`src/rtl/pc_fetch_unit_pkg.sv`:
```
// Shared types and constants for the PC fetch sequencer.
// Holds the FSM state encoding, the fault code values and the instruction width.
// Also holds the branch offset helper, so the sub-module and the top agree on scaling.
package pc_fetch_unit_pkg;

  localparam int INSTR_W = 32;

  typedef enum logic [1:0] {
    S_REQ  = 2'd0,
    S_EXEC = 2'd1,
    S_HALT = 2'd2
  } state_t;

  typedef logic [1:0] fault_t;

  localparam fault_t FAULT_NONE     = 2'b00;
  localparam fault_t FAULT_TIMEOUT  = 2'b01;
  localparam fault_t FAULT_MISALIGN = 2'b10;

  // A branch immediate counts words. Shifting it left by two gives a byte offset.
  // The result wraps modulo 2^32.
  function automatic logic [INSTR_W-1:0] branch_offset(input logic [INSTR_W-1:0] imm);
    return imm << 2;
  endfunction

endpackage

```
`src/rtl/pc_fetch_unit_if.sv`:
```
// Instruction-memory request/acknowledge port of the fetch unit.
// master: fetch side, drives imem_req/imem_addr and samples imem_ack/imem_rdata.
// slave: memory side. imem_rdata is only meaningful in a cycle where imem_ack is high.
interface pc_fetch_unit_if;
  import pc_fetch_unit_pkg::*;

  logic               imem_req;
  logic [INSTR_W-1:0] imem_addr;
  logic               imem_ack;
  logic [INSTR_W-1:0] imem_rdata;

  modport master (
    output imem_req,
    output imem_addr,
    input  imem_ack,
    input  imem_rdata
  );

  modport slave (
    input  imem_req,
    input  imem_addr,
    output imem_ack,
    output imem_rdata
  );

endinterface

```
`src/rtl/pc_fetch_unit_next_pc_logic.sv`:
```
// Next-PC target selection: jr, then j/jal, then a taken beq/bne, else pc+4.
// Latency: purely combinational, no state.
// Backpressure: none; the caller decides when the result is committed.
// Ports: pc in; decoder controls, zero, branch_imm, jump_index, rs_data in; pc_plus4, next_pc out.
module pc_fetch_unit_next_pc_logic
  import pc_fetch_unit_pkg::*;
(
  input  logic [INSTR_W-1:0] pc,
  input  logic               Branch,
  input  logic               BranchNot,
  input  logic               Jump,
  input  logic               JumpReg,
  input  logic               zero,
  input  logic [INSTR_W-1:0] branch_imm,
  input  logic [25:0]        jump_index,
  input  logic [INSTR_W-1:0] rs_data,
  output logic [INSTR_W-1:0] pc_plus4,
  output logic [INSTR_W-1:0] next_pc
);

  logic take_branch;

  assign pc_plus4    = pc + 32'd4;
  assign take_branch = (Branch & zero) | (BranchNot & ~zero);

  always_comb begin
    next_pc = pc_plus4;
    if (JumpReg) begin
      next_pc = rs_data;
    end else if (Jump) begin
      // The jump region comes from the delay-slot address (pc+4), not from pc.
      next_pc = {pc_plus4[31:28], jump_index, 2'b00};
    end else if (take_branch) begin
      next_pc = pc_plus4 + branch_offset(branch_imm);
    end
  end

endmodule

```
`src/rtl/pc_fetch_unit.sv`:
```
// Fetch sequencer. It holds the PC, fetches each word over req/ack and presents it for one execute cycle.
// Latency: a fetch takes at least one request cycle and then one execute cycle, so at best 2 cycles per instruction.
// Backpressure: it waits in the request state until imem_ack arrives; after IMEM_TIMEOUT cycles it faults and halts.
// Ports: clk/reset; imem (pc_fetch_unit_if.master); instr, instr_valid, pc, pc_plus4 to the datapath;
//        Branch/BranchNot/Jump/JumpReg/zero/branch_imm/jump_index/rs_data from the decoder and ALU; halted, fault_code.
// Build option: define PC_ALIGN_CHECK_EN to halt on a misaligned jump target. Without it, the low target bits are cleared.
module pc_fetch_unit
  import pc_fetch_unit_pkg::*;
#(
  parameter logic [INSTR_W-1:0] RESET_PC     = 32'h0000_0000,
  parameter int                 IMEM_TIMEOUT = 16
) (
  input  logic                clk,
  input  logic                reset,
  pc_fetch_unit_if.master     imem,
  output logic [INSTR_W-1:0]  instr,
  output logic                instr_valid,
  output logic [INSTR_W-1:0]  pc,
  output logic [INSTR_W-1:0]  pc_plus4,
  input  logic                Branch,
  input  logic                BranchNot,
  input  logic                Jump,
  input  logic                JumpReg,
  input  logic                zero,
  input  logic [INSTR_W-1:0]  branch_imm,
  input  logic [25:0]         jump_index,
  input  logic [INSTR_W-1:0]  rs_data,
  output logic                halted,
  output fault_t              fault_code
);

  localparam logic [7:0] TIMEOUT_LAST = 8'(IMEM_TIMEOUT - 1);

  state_t             state_q, state_d;
  logic [INSTR_W-1:0] pc_q, pc_d;
  logic [INSTR_W-1:0] instr_q, instr_d;
  logic [7:0]         cnt_q, cnt_d;
  logic               halted_q, halted_d;
  fault_t             fault_q, fault_d;

  logic               req_c;
  logic               valid_c;
  logic [INSTR_W-1:0] next_pc_raw;

  pc_fetch_unit_next_pc_logic u_next_pc_logic (
    .pc         (pc_q),
    .Branch     (Branch),
    .BranchNot  (BranchNot),
    .Jump       (Jump),
    .JumpReg    (JumpReg),
    .zero       (zero),
    .branch_imm (branch_imm),
    .jump_index (jump_index),
    .rs_data    (rs_data),
    .pc_plus4   (pc_plus4),
    .next_pc    (next_pc_raw)
  );

  always_ff @(posedge clk or posedge reset) begin
    if (reset) begin
      state_q  <= S_REQ;
      pc_q     <= RESET_PC;
      instr_q  <= '0;
      cnt_q    <= '0;
      halted_q <= 1'b0;
      fault_q  <= FAULT_NONE;
    end else begin
      state_q  <= state_d;
      pc_q     <= pc_d;
      instr_q  <= instr_d;
      cnt_q    <= cnt_d;
      halted_q <= halted_d;
      fault_q  <= fault_d;
    end
  end

  always_comb begin
    state_d  = state_q;
    pc_d     = pc_q;
    instr_d  = instr_q;
    cnt_d    = cnt_q;
    halted_d = halted_q;
    fault_d  = fault_q;
    req_c    = 1'b0;
    valid_c  = 1'b0;

    case (state_q)
      S_REQ: begin
        req_c = 1'b1;
        // An ack on the last allowed cycle still counts, so the ack is checked first.
        if (imem.imem_ack) begin
          instr_d = imem.imem_rdata;
          cnt_d   = '0;
          state_d = S_EXEC;
        end else if (cnt_q == TIMEOUT_LAST) begin
          fault_d  = FAULT_TIMEOUT;
          halted_d = 1'b1;
          state_d  = S_HALT;
        end else begin
          cnt_d = cnt_q + 8'd1;
        end
      end

      S_EXEC: begin
        valid_c = 1'b1;
`ifdef PC_ALIGN_CHECK_EN
        // Only a jr can produce a misaligned target. Keep the PC of the faulting instruction.
        if (next_pc_raw[1:0] != 2'b00) begin
          fault_d  = FAULT_MISALIGN;
          halted_d = 1'b1;
          state_d  = S_HALT;
        end else begin
          pc_d    = next_pc_raw;
          state_d = S_REQ;
        end
`else
        pc_d    = next_pc_raw & ~32'h0000_0003;
        state_d = S_REQ;
`endif
      end

      S_HALT: begin
        state_d = S_HALT;
      end

      default: begin
        state_d = S_REQ;
      end
    endcase
  end

  // The request is gated by reset so that it drops at once when reset asserts mid-handshake.
  assign imem.imem_req  = req_c & ~reset;
  assign imem.imem_addr = pc_q;

  assign instr       = instr_q;
  assign instr_valid = valid_c;
  assign pc          = pc_q;
  assign halted      = halted_q;
  assign fault_code  = fault_q;

endmodule

```
`src/flat_wrapper.sv`:
```
// flat-port wrapper written by rule: the top's interface ports become plain ports
module pc_fetch_unit_flat import pc_fetch_unit_pkg::*;
#(
  parameter logic [INSTR_W-1:0] RESET_PC     = 32'h0000_0000,
  parameter int                 IMEM_TIMEOUT = 16
)
  (clk, reset, instr, instr_valid, pc, pc_plus4, Branch, BranchNot, Jump, JumpReg, zero, branch_imm, jump_index, rs_data, halted, fault_code, imem_imem_req, imem_imem_addr, imem_imem_ack, imem_imem_rdata);
  pc_fetch_unit_if imem_i ();
  input  logic clk;
  input  logic reset;
  output logic [INSTR_W-1:0] instr;
  output logic instr_valid;
  output logic [INSTR_W-1:0] pc;
  output logic [INSTR_W-1:0] pc_plus4;
  input  logic Branch;
  input  logic BranchNot;
  input  logic Jump;
  input  logic JumpReg;
  input  logic zero;
  input  logic [INSTR_W-1:0] branch_imm;
  input  logic [25:0] jump_index;
  input  logic [INSTR_W-1:0] rs_data;
  output logic halted;
  output fault_t fault_code;
  output wire logic [$bits(imem_i.imem_req)-1:0] imem_imem_req;
  output wire logic [$bits(imem_i.imem_addr)-1:0] imem_imem_addr;
  input wire logic [$bits(imem_i.imem_ack)-1:0] imem_imem_ack;
  input wire logic [$bits(imem_i.imem_rdata)-1:0] imem_imem_rdata;
  assign imem_imem_req = imem_i.imem_req;
  assign imem_imem_addr = imem_i.imem_addr;
  assign imem_i.imem_ack = imem_imem_ack;
  assign imem_i.imem_rdata = imem_imem_rdata;
  pc_fetch_unit #(.RESET_PC(RESET_PC), .IMEM_TIMEOUT(IMEM_TIMEOUT)) u_core (.clk(clk), .reset(reset), .imem(imem_i), .instr(instr), .instr_valid(instr_valid), .pc(pc), .pc_plus4(pc_plus4), .Branch(Branch), .BranchNot(BranchNot), .Jump(Jump), .JumpReg(JumpReg), .zero(zero), .branch_imm(branch_imm), .jump_index(jump_index), .rs_data(rs_data), .halted(halted), .fault_code(fault_code));
endmodule
```
`config.mk`:
```
export PLATFORM = sky130hd
export DESIGN_NAME = pc_fetch_unit_flat
export DESIGN_NICKNAME = d
export VERILOG_FILES = /design/src/rtl/pc_fetch_unit_pkg.sv /design/src/rtl/pc_fetch_unit_if.sv /design/src/rtl/pc_fetch_unit_next_pc_logic.sv /design/src/rtl/pc_fetch_unit.sv /design/src/flat_wrapper.sv
export SDC_FILE = /design/constraint.sdc
export NUM_CORES = 1
export LEC_CHECK = 0
export CAP_MARGIN = 25
export CORE_MARGIN = 2
export CORE_UTILIZATION = 40
export DETAILED_ROUTE_END_ITERATION = 8
export GPL_ROUTABILITY_DRIVEN = 0
export GPL_TIMING_DRIVEN = 0
export PLACE_DENSITY = 0.84
export SYNTH_ARGS = -nofsm -noshare
export SYNTH_HDL_FRONTEND = slang
export SYNTH_SLANG_ARGS = --single-unit
```
`constraint.sdc`:
```
create_clock -name clk -period 3.4 [get_ports clk]
set_input_delay 0.68 -clock clk [delete_from_list [all_inputs] [get_ports clk]]
set_output_delay 0.68 -clock clk [all_outputs]
set_load 0.01 [all_outputs]
```
; Yosys cells after proc, flatten, opt, wreduce, memory -nomap -nowiden
; Index checks and enable logic that the tools add are counted.
[totals]
out_inout_bits = 133
elab_cells = 34
ff_bits = 73
inputBits = 130
[op_classes]
n_reduce_logical = 4
addsub = 3
n_mux = 10
eq_ne = 5
n_bitwise = 7
[ops]
columns = operator, n
row1 = $mux W32, 3
row2 = $add A32 B3 Y32 const B, 1
row3 = $add A32 B32 Y32, 1
row4 = $mux W8, 2
row5 = $add A8 B1 Y8 const B, 1
row6 = $eq A8 B4 Y1 const B, 1
row7 = $mux W2, 2
row8 = $pmux W2 S2, 1
row9 = $reduce_and A2 Y1, 2
row10 = $and A1 B1 Y1, 3
row11 = $ne A3 B2 Y1 const B, 1
row12 = $not A1 Y1, 3
row13 = $reduce_and A3 Y1, 1
row14 = $eq A2 B1 Y1 const B, 1
row15 = $eq A2 B2 Y1 const B, 1
row16 = $logic_not A2 Y1, 1
row17 = $mux W1, 2
row18 = $ne A2 B2 Y1 const B, 1
row19 = $or A1 B1 Y1, 1

; Longest topological paths before layout
; Gate-level depths: netlist of run 1.
[depth]
depth_word = 6
ltp_mapped = 16
mapped_depth_nobuf = 15

; Hierarchy
; A second synthesis of run 1 with hierarchy kept.
[hier_totals]
hier_cells = 688
hier_area_um2 = 6486.2
[modules_own_cells]
columns = module, n_inst, seq_area_each_um2, area_each_um2, cells_each
row1 = pc_fetch_unit, 1, 1826.8, 3310.7, 223
row2 = pc_fetch_unit_next_pc_logic, 1, 0.0, 3175.5, 465

; Worst setup path before layout of run 1
; No wires, ideal clock.
[synth_timing]
path_type = register to register
start = register u_core.pc_q[4], in the netlist u_core.imem.imem_addr[4]
end = register u_core.pc_q[31], in the netlist u_core.imem.imem_addr[31]
required_ps = 3308
setup_ps = 92
setup_slack_ps = -92
n_path_buf = 2
period_less_slack_ps = 3492
arrival_ps = 3400
stages_incl_launch_ff = 17
cell_sequence = dfrtp_1 and4_1 buf_2 nand2_1 nor3_1 xor2_1 ha_1 buf_2 a2111oi_1 o221ai_1 nand2_1 nand3b_1 o21ai_2 o21ai_2 xor2_1 and3_1 o31ai_2
[synth_via]
elab_chain_cells = 5
[synth_lines]
columns = item, line
row1 = "start, declared", pc_fetch_unit.sv:35  ; logic [INSTR_W-1:0] pc_q, pc_d;
row2 = "start signal, assigned", pc_fetch_unit.sv:69  ; pc_q <= pc_d;
row3 = $add A32 B3 Y32, pc_fetch_unit_next_pc_logic.sv:23  ; assign pc_plus4 = pc + 32'd4;
row4 = named net pc_plus4[22], flat_wrapper.sv:14  ; output logic [INSTR_W-1:0] pc_plus4;
row5 = $add A32 B32 Y32, pc_fetch_unit_next_pc_logic.sv:34  ; next_pc = pc_plus4 + branch_offset(branch_imm);
row6 = $mux W32, pc_fetch_unit_next_pc_logic.sv:33  ; end else if (take_branch) begin
row7 = $mux W32, pc_fetch_unit_next_pc_logic.sv:30  ; end else if (Jump) begin
row8 = $mux W32, pc_fetch_unit_next_pc_logic.sv:28  ; if (JumpReg) begin
; The timed path passes the listed nets, and every way through them passes these cells.
; A chain may end at the register's enable or synchronous reset.

; Worst setup path after layout of run 1
[layout_timing]
start = register u_core.pc_q[6], in the netlist u_core.imem.imem_addr[6]
end = register u_core.pc_q[23], in the netlist u_core.imem.imem_addr[23]
[layout_via]
elab_chain_cells = 5
[layout_lines]
columns = item, line
row1 = $add A32 B3 Y32 (*), pc_fetch_unit_next_pc_logic.sv:23
row2 = $add A32 B32 Y32, pc_fetch_unit_next_pc_logic.sv:34
row3 = $mux W32 (*), pc_fetch_unit_next_pc_logic.sv:33
row4 = $mux W32 (*), pc_fetch_unit_next_pc_logic.sv:30
row5 = $mux W32 (*), pc_fetch_unit_next_pc_logic.sv:28
; Every way passes the cells marked *; elsewhere a longest branch is shown, timed or not.

==> results of run 1 <==
==> cell families (layout without fill, tap and decap cells) <==
logic type / Yosys count / count (layout) / share of synthesized area
compound gates: 187 / 187 / 0.2028
xor+xnor: 57 / 57 / 0.08100
fa+ha+maj: 39 / 39 / 0.08039
buf+inv: 83 / 395 / 0.08729
flops: 73 / 73 / 0.2964
mux: 39 / 39 / 0.07004
other cells: 1 / 7 / 0.0006084
simple gates: 232 / 232 / 0.1815
==> state kept, by name, indices dropped and copies added (netlist names) <==
name / count
u_core.halted: 1
u_core.imem.imem_addr: 30
u_core.instr: 32
u_core.state_q: 2
u_core.cnt_q: 8
==> Yosys cell counts, types with 4 or more instances <==
master,count,area [µm²]
sky130_fd_sc_hd__mux2i_1,6,60.06
sky130_fd_sc_hd__nand3_1,21,105.1
sky130_fd_sc_hd__a311oi_1,4,35.03
sky130_fd_sc_hd__and3_1,18,112.6
sky130_fd_sc_hd__a31oi_1,7,43.79
sky130_fd_sc_hd__a21oi_1,56,280.3
sky130_fd_sc_hd__o21ai_2,4,35.03
sky130_fd_sc_hd__and4_1,4,35.03
sky130_fd_sc_hd__a211oi_1,6,45.04
sky130_fd_sc_hd__xor2_1,27,236.5
sky130_fd_sc_hd__buf_4,41,307.8
sky130_fd_sc_hd__nand4_1,11,68.82
sky130_fd_sc_hd__nand2_1,74,277.8
sky130_fd_sc_hd__ha_1,38,475.5
sky130_fd_sc_hd__clkbuf_1,15,56.30
sky130_fd_sc_hd__a21o_1,16,120.1
sky130_fd_sc_hd__o21ai_1,6,30.03
sky130_fd_sc_hd__xnor2_1,30,262.8
sky130_fd_sc_hd__o211ai_1,7,52.55
sky130_fd_sc_hd__mux2_2,33,371.6
sky130_fd_sc_hd__dfrtp_1,73,1827
sky130_fd_sc_hd__buf_2,5,25.02
sky130_fd_sc_hd__nor3_1,15,75.07
sky130_fd_sc_hd__a221o_1,4,40.04
sky130_fd_sc_hd__or3_1,4,25.02
sky130_fd_sc_hd__nor2_1,58,217.7
sky130_fd_sc_hd__o31ai_1,4,30.03
sky130_fd_sc_hd__nand2b_1,6,37.54
sky130_fd_sc_hd__inv_1,13,48.80
sky130_fd_sc_hd__o211a_1,4,40.04
sky130_fd_sc_hd__o21ai_0,35,175.2
==> power by group through the flow <==
stage	clock, W	combinational (W)	sequential (W)
after global placement	0	0.00237	0.00122
after floorplan	0	0.00132	0.00123
after detailed placement	0	0.00241	0.00123
after global routing	0.000974	0.00308	0.00118
after CTS	0.000932	0.00269	0.00116
final	0.000924	0.00291	0.00117
==> final cells by class <==
class                      instances  share of cell area
multi-input combinational        561              0.4265
timing repair buffer             297              0.2845
sequential                        73              0.1829
buffer                            69             0.04952
tap                              188             0.02328
clock buffer                       9             0.02229
clock inverter                     7            0.005943
inverter                          13            0.005076
==> how the worst max path moves through the flow <==
| stage | depth (start not counted) | endpoint |
|---|---|---|
| after floorplan | 16 | u_core.imem.imem_addr[31]$_DFFE_PP0P_ |
| after global placement | 15 | u_core.imem.imem_addr[31]$_DFFE_PP0P_ |
| after detailed placement | 16 | u_core.imem.imem_addr[31]$_DFFE_PP0P_ |
| after CTS | 15 | u_core.imem.imem_addr[31]$_DFFE_PP0P_ |
| after global routing | 16 | u_core.imem.imem_addr[31]$_DFFE_PP0P_ |
| final | 16 | u_core.imem.imem_addr[23]$_DFFE_PP0P_ |
==> metal layers <==
layer,global-route usage,part of all wire,vias up
met4,0.1267,0.044,0
met3,0.05050,0.10,98
met5,0,0,-
li1,-,-,3144
met1,0.3710,0.37,3334
met2,0.4756,0.48,488
==> metrics by stage <==
step / area (µm²) / util / TNS, ns / hold slack [ns] / cells
after floorplan: 6198 / - / -0.02303 / 0.4657 / 717
after global placement: 8926 / 0.5893 / -41.29 / 0.4881 / 1154
after detailed placement: 8956 / 0.5913 / -5.428 / 0.4953 / 1155
after CTS: 9777 / 0.6455 / -0.001104 / 0.5094 / 1204
after global routing: 10110 / 0.6672 / -1.066 / 0.5156 / 1217
final: 10110 / 0.6672 / -0.2685 / 0.5048 / 1217
==> timing repair <==
action | CTS | global route
endpoints found under the setup margin | 29 | 20
buffers inserted | 33 | 14
resized for setup | 68 | 42
cloned | 0 | 0
pin swaps | 18 | 40
==> impl.org, run 1 <==
** Min path
- Along the worst hold path, the cell count comes to 1.
- The worst hold path belongs to the class flip-flop to flip-flop.
- Worst-case hold path end point :: u_core.instr[9]$_DFFE_PP0P_
- Min-delay src :: u_core.instr[9]$_DFFE_PP0P_

** Layout
- Count of antenna diodes in the layout :: 0
- The layout has 1151 filler cells.
- In the final layout, flip-flops and latches occupy 0.001848 mm².
- The library cell used most frequently in the layout, excluding fill and tap cells, is sky130_fd_sc_hd__clkdlybuf4s50_1.
- Of the cells placed in the final design, the portion with a size suffix greater than 1 is 0.2498.
- The multi-input combinational cells in the finished layout cover a total of 0.004310 mm².
- Most frequent cells in the layout :: sky130_fd_sc_hd__clkdlybuf4s50_1 (248), sky130_fd_sc_hd__buf_4 (89), sky130_fd_sc_hd__nand2_1 (69)
- The area growth from synthesis to layout is 63.97%.
- Number of nets in the final layout :: 1193

** Yosys
- Synthesis handed over a netlist of 711 instances.
- Dividing the synthesized area by the synthesized cell count gives 8.669 µm².
- For this run, the register share of the synthesized area comes to 0.2964.
- Fraction of synthesis flops using an asynchronous set or reset pin :: 1.000
- Flops & latches, synth :: 73
- Post-synthesis instance area :: 0.006163 mm²
- Yosys cell types :: 72
- Yosys printed 0 warnings.
- The synthesized design contains 0 enable-type register cells.
- Primary FF master, synth :: sky130_fd_sc_hd__dfrtp_1

** Power
- LEAKAGE :: 4.345 nW
- Sequential share of power :: 0.234
- Of the total power, the clock network draws 0.185.
- Of the total power, the share spent switching nets is 0.3938.
- For this design the total switching power over the nets is 0.001970 W.
- Internal Dissipation :: 0.003032 W
- In this run the power density over the cells is 494.9 mW/mm².
- VDD sags by at most 0.0002722 V.
- Combinational group share of total power :: 0.582
- Power, Total :: 0.005002 W

** Die
- In this run the standard cell core region covers 0.01515 mm².
- Die area :: 0.01642 mm²
- Overall die height :: 128.1 µm
- Die extent in x :: 128.1 µm
- Initial standard-cell utilization of the core :: 0.4069
- After floorplanning, the core was divided into 45 placement rows.
- 263 I/O pins were placed.

** Worst setup path
- Worst setup path startpoint :: u_core.imem.imem_addr[6]$_DFFE_PP0P_
- Logic depth of the worst register-to-register path :: 16
- Cell chain of the critical path :: and4_4 -> buf_8 -> nand2_2 -> nor2_2 -> xor2_2 -> ha_1 -> buf_4 -> nand4_1 -> nor4_4 -> o2111ai_2 -> nand2_2 -> nand2b_4 -> xor2_2 -> nand2_1 -> a31oi_1 -> a221o_1
- The critical path is of the flip-flop to flip-flop type.
- Slowest cell on the critical path :: sky130_fd_sc_hd__nor4_4
- STA puts the critical path data arrival time at 3.74 ns.
- Worst reg2reg path endpoint :: u_core.imem.imem_addr[23]$_DFFE_PP0P_
- Setup crit end kind :: flip-flop
- Worst r2r src :: u_core.imem.imem_addr[6]$_DFFE_PP0P_
- Setup slack on the worst reg-to-reg path comes out at -0.13 ns.
- Slowest cell delay on critical path :: 0.42 ns
- Buffering stage count on the worst path with inverters included :: 2
- Critical Path Fanout Max :: 7
- The worst setup path is launched from a flip-flop.
- STA puts the critical path data required time at 3.61 ns.
- On the critical path the largest part of the delay comes from simple AND/OR/NAND/NOR gates.

** Run status
- The flow ran to the end, but the final reports show violations.
- The checks that failed: setup timing.

** Clock tree
- The H-tree generated during clock tree synthesis spans 3 levels.
- Clock tree synthesis inserted a total of 9 buffers.
- The clock passes through at most 2 buffers.
- In this run, post-CTS hold repair placed 0 buffers.
- Clock latency on the worst-skew pair, taken at its later pin, is 0.33 ns.
- The clock net in this run drives a total of 73 sinks.
- Clock-pin slew reported for the worst setup and hold paths after clock tree synthesis :: 0.07 ns
- TritonCTS clock tree :: done
- Clock Root Buffer :: sky130_fd_sc_hd__clkbuf_16

** STA
- Setup violations remaining at the end of the flow were counted as 5.
- Max-slew violation count :: 0
- Transition time of the tightest slew-check pin :: 0.8300 ns
- Setup repair after global routing could not meet its margin everywhere.
- Final hold violation count :: 0
- In this run the tightest slew margin relative to its limit is 0.4446.
- Clock skew on the completed layout was measured at 0.008176 ns.
- Final WS setup :: -0.1297 ns
- Dividing the final minimum period by the clock period gives 1.038.
- Final Critical Period :: 3.530 ns
- Fmax :: 283.3 MHz

** Global route
- Pin count of the biggest net entering global routing :: 59
- The first global-routing pass estimated 36550 µm of wire.
- GRT Resource Usage Total :: 0.2881
- The number of global-route vias before repair is 6737.
- Initial antenna violation count :: 0
- After global routing the overflow that remains totals 0.

** Placement
- Prior to clock tree synthesis, the placed netlist has a worst setup slack of -0.5332 ns.
- I/O Buffers :: 249
- Detailed placement HPWL :: 17770 µm

** Route
- DR pass1 iterations :: 5
- After detailed routing, the number of vias per cell comes to 5.804.
- Detailed-route wire length per cell :: 20.45 µm
- Routed vias :: 7064
- For this run, design rule violations remaining after detail routing come to 0.
- In this run, the number of DRC markers left after iteration 0 of detailed routing was 717.
- The final layout contains routed wiring with a total length of 24890 µm.
- Final ANT Viol Nets :: 0

** Run
- Max-Cap Viols :: 0
No activity file was read; power rests on OpenSTA's default activity.
==> inputs of run 2 (changes only) <==
--- a/config.mk
+++ b/config.mk
@@ -6,12 +6,13 @@
 export NUM_CORES = 1
 export LEC_CHECK = 0
 export CAP_MARGIN = 25
-export CORE_MARGIN = 2
+export CORE_MARGIN = 3
 export CORE_UTILIZATION = 40
 export DETAILED_ROUTE_END_ITERATION = 8
 export GPL_ROUTABILITY_DRIVEN = 0
 export GPL_TIMING_DRIVEN = 0
 export PLACE_DENSITY = 0.84
+export SLEW_MARGIN = 20
 export SYNTH_ARGS = -nofsm -noshare
 export SYNTH_HDL_FRONTEND = slang
 export SYNTH_SLANG_ARGS = --single-unit
==> run 2 against run 1 <==
Effect of this change:
- non-clock buffer count is 8 higher
- clock skew hardly changed
- critical path type unchanged
- the run still ends with setup timing left
- global-route usage is 0.27 points lower
- combinational power is 2% higher
- total power is 3.6% higher
- final cell count is 0.33% higher
- utilization is 2.7 points higher
==> impl.org, run 2 (synthesized netlist as in run 1, its figures left out) <==
** Run status
- Outcome :: complete, but fails checks
- Violated checks :: setup timing

** Worst setup path
- By startpoint and endpoint, the worst setup path is classified as flip-flop to flip-flop.
- STA classifies the critical path startpoint as a flip-flop.
- The cell that appears most often on the critical path is sky130_fd_sc_hd__nand4_1.
- The slowest stage of the critical path belongs to the cell sky130_fd_sc_hd__dfrtp_1.
- Buffering stage count on the worst path with inverters included :: 2 (unchanged)
- The largest fanout on the critical path is 6 (-1).
- Slowest cell delay on critical path :: 0.35 ns (-0.07 ns)
- Worst Path Required :: 3.67 ns (+0.06 ns)
- The worst setup slack for register-to-register paths is -0.23 ns (-0.10 ns).
- The signal on the critical path passes through and4_4 -> buf_8 -> nand3_4 -> nor2_4 -> nand4_1 -> xnor2_2 -> ha_4 -> nand4_1 -> buf_4 -> nor4_4 -> o2111ai_2 -> nand2_2 -> nand2b_4 -> xor2_1 -> nand2_1 -> a31oi_2 -> a221o_1.
- Grouping stages by cell kind, the critical path spends the most delay in simple AND/OR/NAND/NOR gates.
- The signal arrival time at the worst endpoint is 3.90 ns (+0.16 ns).
- STA classifies the critical path endpoint as a flip-flop.

** Layout
- Most frequent standard cell in the layout excluding fill and tap cells :: sky130_fd_sc_hd__clkdlybuf4s50_1
- The area growth from synthesis to layout is 66.93%.
- The design area is 0.01029 mm² (+1.8%).
- The number of nets in the layout is 1201 (+0.67%).
- The flip-flop count of the largest register, all copies and words added came to 32 (unchanged).
- The antenna diode count came to 0 (unchanged).
- The fraction of layout cells with a size suffix above 1 came to 0.2633 (+0.01350).
- Filler Cell Count :: 1075 (-6.6%)
- Utilization of the core after routing :: 0.6947 (+0.02750)
- The library cells used most frequently in the layout, excluding fill and tap cells, are sky130_fd_sc_hd__clkdlybuf4s50_1 (246), sky130_fd_sc_hd__buf_4 (98), sky130_fd_sc_hd__nand2_1 (66).

** Global route
- GRT Resource Usage Total :: 0.2854 (-0.002692)
- Pin count of the biggest net entering global routing :: 51 (-14%)
- The initial antenna violation count was 0 (unchanged).
- The remaining global-route overflow is 0 (unchanged).
- The number of global-route vias before repair is 6785 (+0.71%).
- First-pass GRT wire length :: 37200 µm (+1.8%)

** Die
- Die extent in x :: 130.1 µm (+1.6%)
- Ports :: 263 (unchanged)
- The total die area was 0.01693 mm² (+3.1%).
- Row Count :: 44 (-2.2%)
- The placeable core region was 0.01481 mm² (-2.2%).
- Initial standard-cell utilization of the core :: 0.4162 (+0.009249)
- Overall die height :: 130.1 µm (+1.6%)

** Clock tree
- The deepest clock path buffer count is 2 (unchanged).
- Clock latency at the later pin of the worst-skew pair :: 0.34 ns (about the same)
- The depth of the CTS H-tree is 3 (unchanged).
- Clock Root Buffer :: sky130_fd_sc_hd__clkbuf_16
- The CTS clock-pin slew for the worst setup and hold paths was 0.06 ns (about the same).
- Total clock buffers created by CTS :: 9 (unchanged)
- TritonCTS clock tree :: done
- The clock sink total came to 73 (unchanged).

** Route
- Final ANT Viol Nets :: 0 (unchanged)
- The average vias per placed instance came to 5.829 (+0.42%).
- The wire length per cell is 21.19 µm (+3.6%).
- Met3 wirelength from detailed routing :: 2781 µm (+7.4%)
- The highest layer touched by signal routing is met4.
- The final routed wirelength across all metal layers came to 25880 µm (+4.0%).
- The total number of vias was 7117 (+0.75%).
- Number of DRC markers after the initial detailed-route iteration :: 700 (-2.4%)
- DR pass1 iterations :: 5 (unchanged)
- The met1 wire length was 9665 µm (+4.9%).
- Number of remaining DRC errors :: 0 (unchanged)
- The detailed route wirelength on metal2 came to 12210 µm (+1.7%).

** STA
- The highest clock frequency the design can meet is 275.5 MHz (-2.8%).
- The final setup skew came to 0.007954 ns (-0.0002220 ns).
- The aggregate negative setup slack is -0.7058 ns (-0.4373 ns).
- Final worst path period share :: 1.068 (+0.02939)
- The count of final hold-check violations was 0 (unchanged).
- The post-route worst hold slack was 0.5046 ns (-0.0002090 ns).
- The setup violation total in the final timing report came to 7 (+2).
- Worst relative slew slack :: 0.4470 (+0.002356)
- Final WS setup :: -0.2296 ns (-0.09992 ns)
- Transition time of the tightest slew-check pin :: 0.8265 ns (-0.003521 ns)
- Unrepaired setup endpoints after global routing :: yes
- The post-route minimum period came to 3.630 ns (+0.09992 ns).
- Max-slew violation count :: 0 (unchanged)

** Run
- Max-Cap Viols :: 0 (unchanged)

** Placement
- I/O Buffers :: 249 (unchanged)
- The post-detailed-placement cell area came to 0.008951 mm² (about the same).
- The post-detailed-placement half-perimeter wirelength came to 18320 µm (+3.1%).

** Power
- The power spent charging and discharging nets came to 0.001979 W (+0.45%).
- Total power per unit cell area :: 503.8 mW/mm² (+1.8%)
- The static leakage was 4.452 nW (+2.5%).
- Share of total power in the clock network :: 0.199 (+0.014)
- The sequential cell fraction of total power was 0.227 (-0.007).
- Switching Fraction :: 0.3818 (-0.01204)
- Combinational group share of total power :: 0.574 (-0.008)
- Max IR drop VDD :: 0.0003216 V (+18%)
- Internal Dissipation :: 0.003204 W (+5.7%)

** Min path
- Type of the worst min-delay path :: flip-flop to flip-flop
run 2: through the flow:
step                instances  total power, W  worst slack (ns)
finish                   1221        0.005183           -0.2296
global route             1221        0.005435           -0.3020
CTS                      1206        0.004933        0.00007327
detailed placement       1151        0.003643           -0.6268
global placement         1150        0.003595           -0.5282
floorplan                 717        0.002547          -0.02303
run 2: worst register-to-register path, stage by stage (launching register included):
cell and delay (ns):
sky130_fd_sc_hd__dfrtp_1 0.35, sky130_fd_sc_hd__and4_4 0.25, sky130_fd_sc_hd__buf_8 0.14, sky130_fd_sc_hd__nand3_4 0.10, sky130_fd_sc_hd__nor2_4 0.18, sky130_fd_sc_hd__nand4_1 0.16, sky130_fd_sc_hd__xnor2_2 0.33, sky130_fd_sc_hd__ha_4 0.20
sky130_fd_sc_hd__nand4_1 0.10, sky130_fd_sc_hd__buf_4 0.17, sky130_fd_sc_hd__nor4_4 0.35, sky130_fd_sc_hd__o2111ai_2 0.22, sky130_fd_sc_hd__nand2_2 0.17, sky130_fd_sc_hd__nand2b_4 0.16, sky130_fd_sc_hd__xor2_1 0.21, sky130_fd_sc_hd__nand2_1 0.10
sky130_fd_sc_hd__a31oi_2 0.23, sky130_fd_sc_hd__a221o_1 0.16
run 2: power by group through the flow:
stage          registers (W)  logic (W)  clock network (W)
6_report             0.00118    0.00298            0.00103
5_1_grt              0.00119    0.00316            0.00108
4_1_cts              0.00116    0.00273            0.00104
3_5_place_dp         0.00123    0.00242                  0
3_3_place_gp         0.00122    0.00238                  0
2_1_floorplan        0.00123    0.00132                  0
run 2: repair_timing:
action                     in CTS  in global routing
resized for setup              73                 53
setup endpoints to repair      30                 21
hold buffers                    0                  0
pin swaps                      19                 46
buffers inserted               39                 15
hold endpoints to repair        0                  0
run 2: cell type report:
type	instances	area, µm²	area share
clock buffer	10	229.0	0.02225
tap	184	230.2	0.02238
multi-input combinational	561	4408	0.4284
buffer	70	504.2	0.04901
clock inverter	6	90.09	0.008756
timing repair buffer	304	2928	0.2846
inverter	13	51.30	0.004986
sequential	73	1848	0.1796
run 2: final timing paths:
kind,from,to,depth (start not counted)
worst max-delay path,u_core.imem.imem_addr[7]$_DFFE_PP0P_,u_core.imem.imem_addr[23]$_DFFE_PP0P_,17
worst min-delay path,u_core.instr[10]$_DFFE_PP0P_,u_core.instr[10]$_DFFE_PP0P_,1
worst max register to register,u_core.imem.imem_addr[7]$_DFFE_PP0P_,u_core.imem.imem_addr[23]$_DFFE_PP0P_,17
worst min register to register,u_core.instr[10]$_DFFE_PP0P_,u_core.instr[10]$_DFFE_PP0P_,1
max in group asynchronous,reset,u_core.imem.imem_addr[19]$_DFFE_PP0P_,3
min in group asynchronous,reset,u_core.instr[24]$_DFFE_PP0P_,2
run 2: metal layers:
metal / global-route usage / vias to the layer above
li1: - / 3171
met1: 0.3739 / 3293
met2: 0.4653 / 528
met3: 0.05813 / 125
met4: 0.1076 / 0
met5: 0 / -
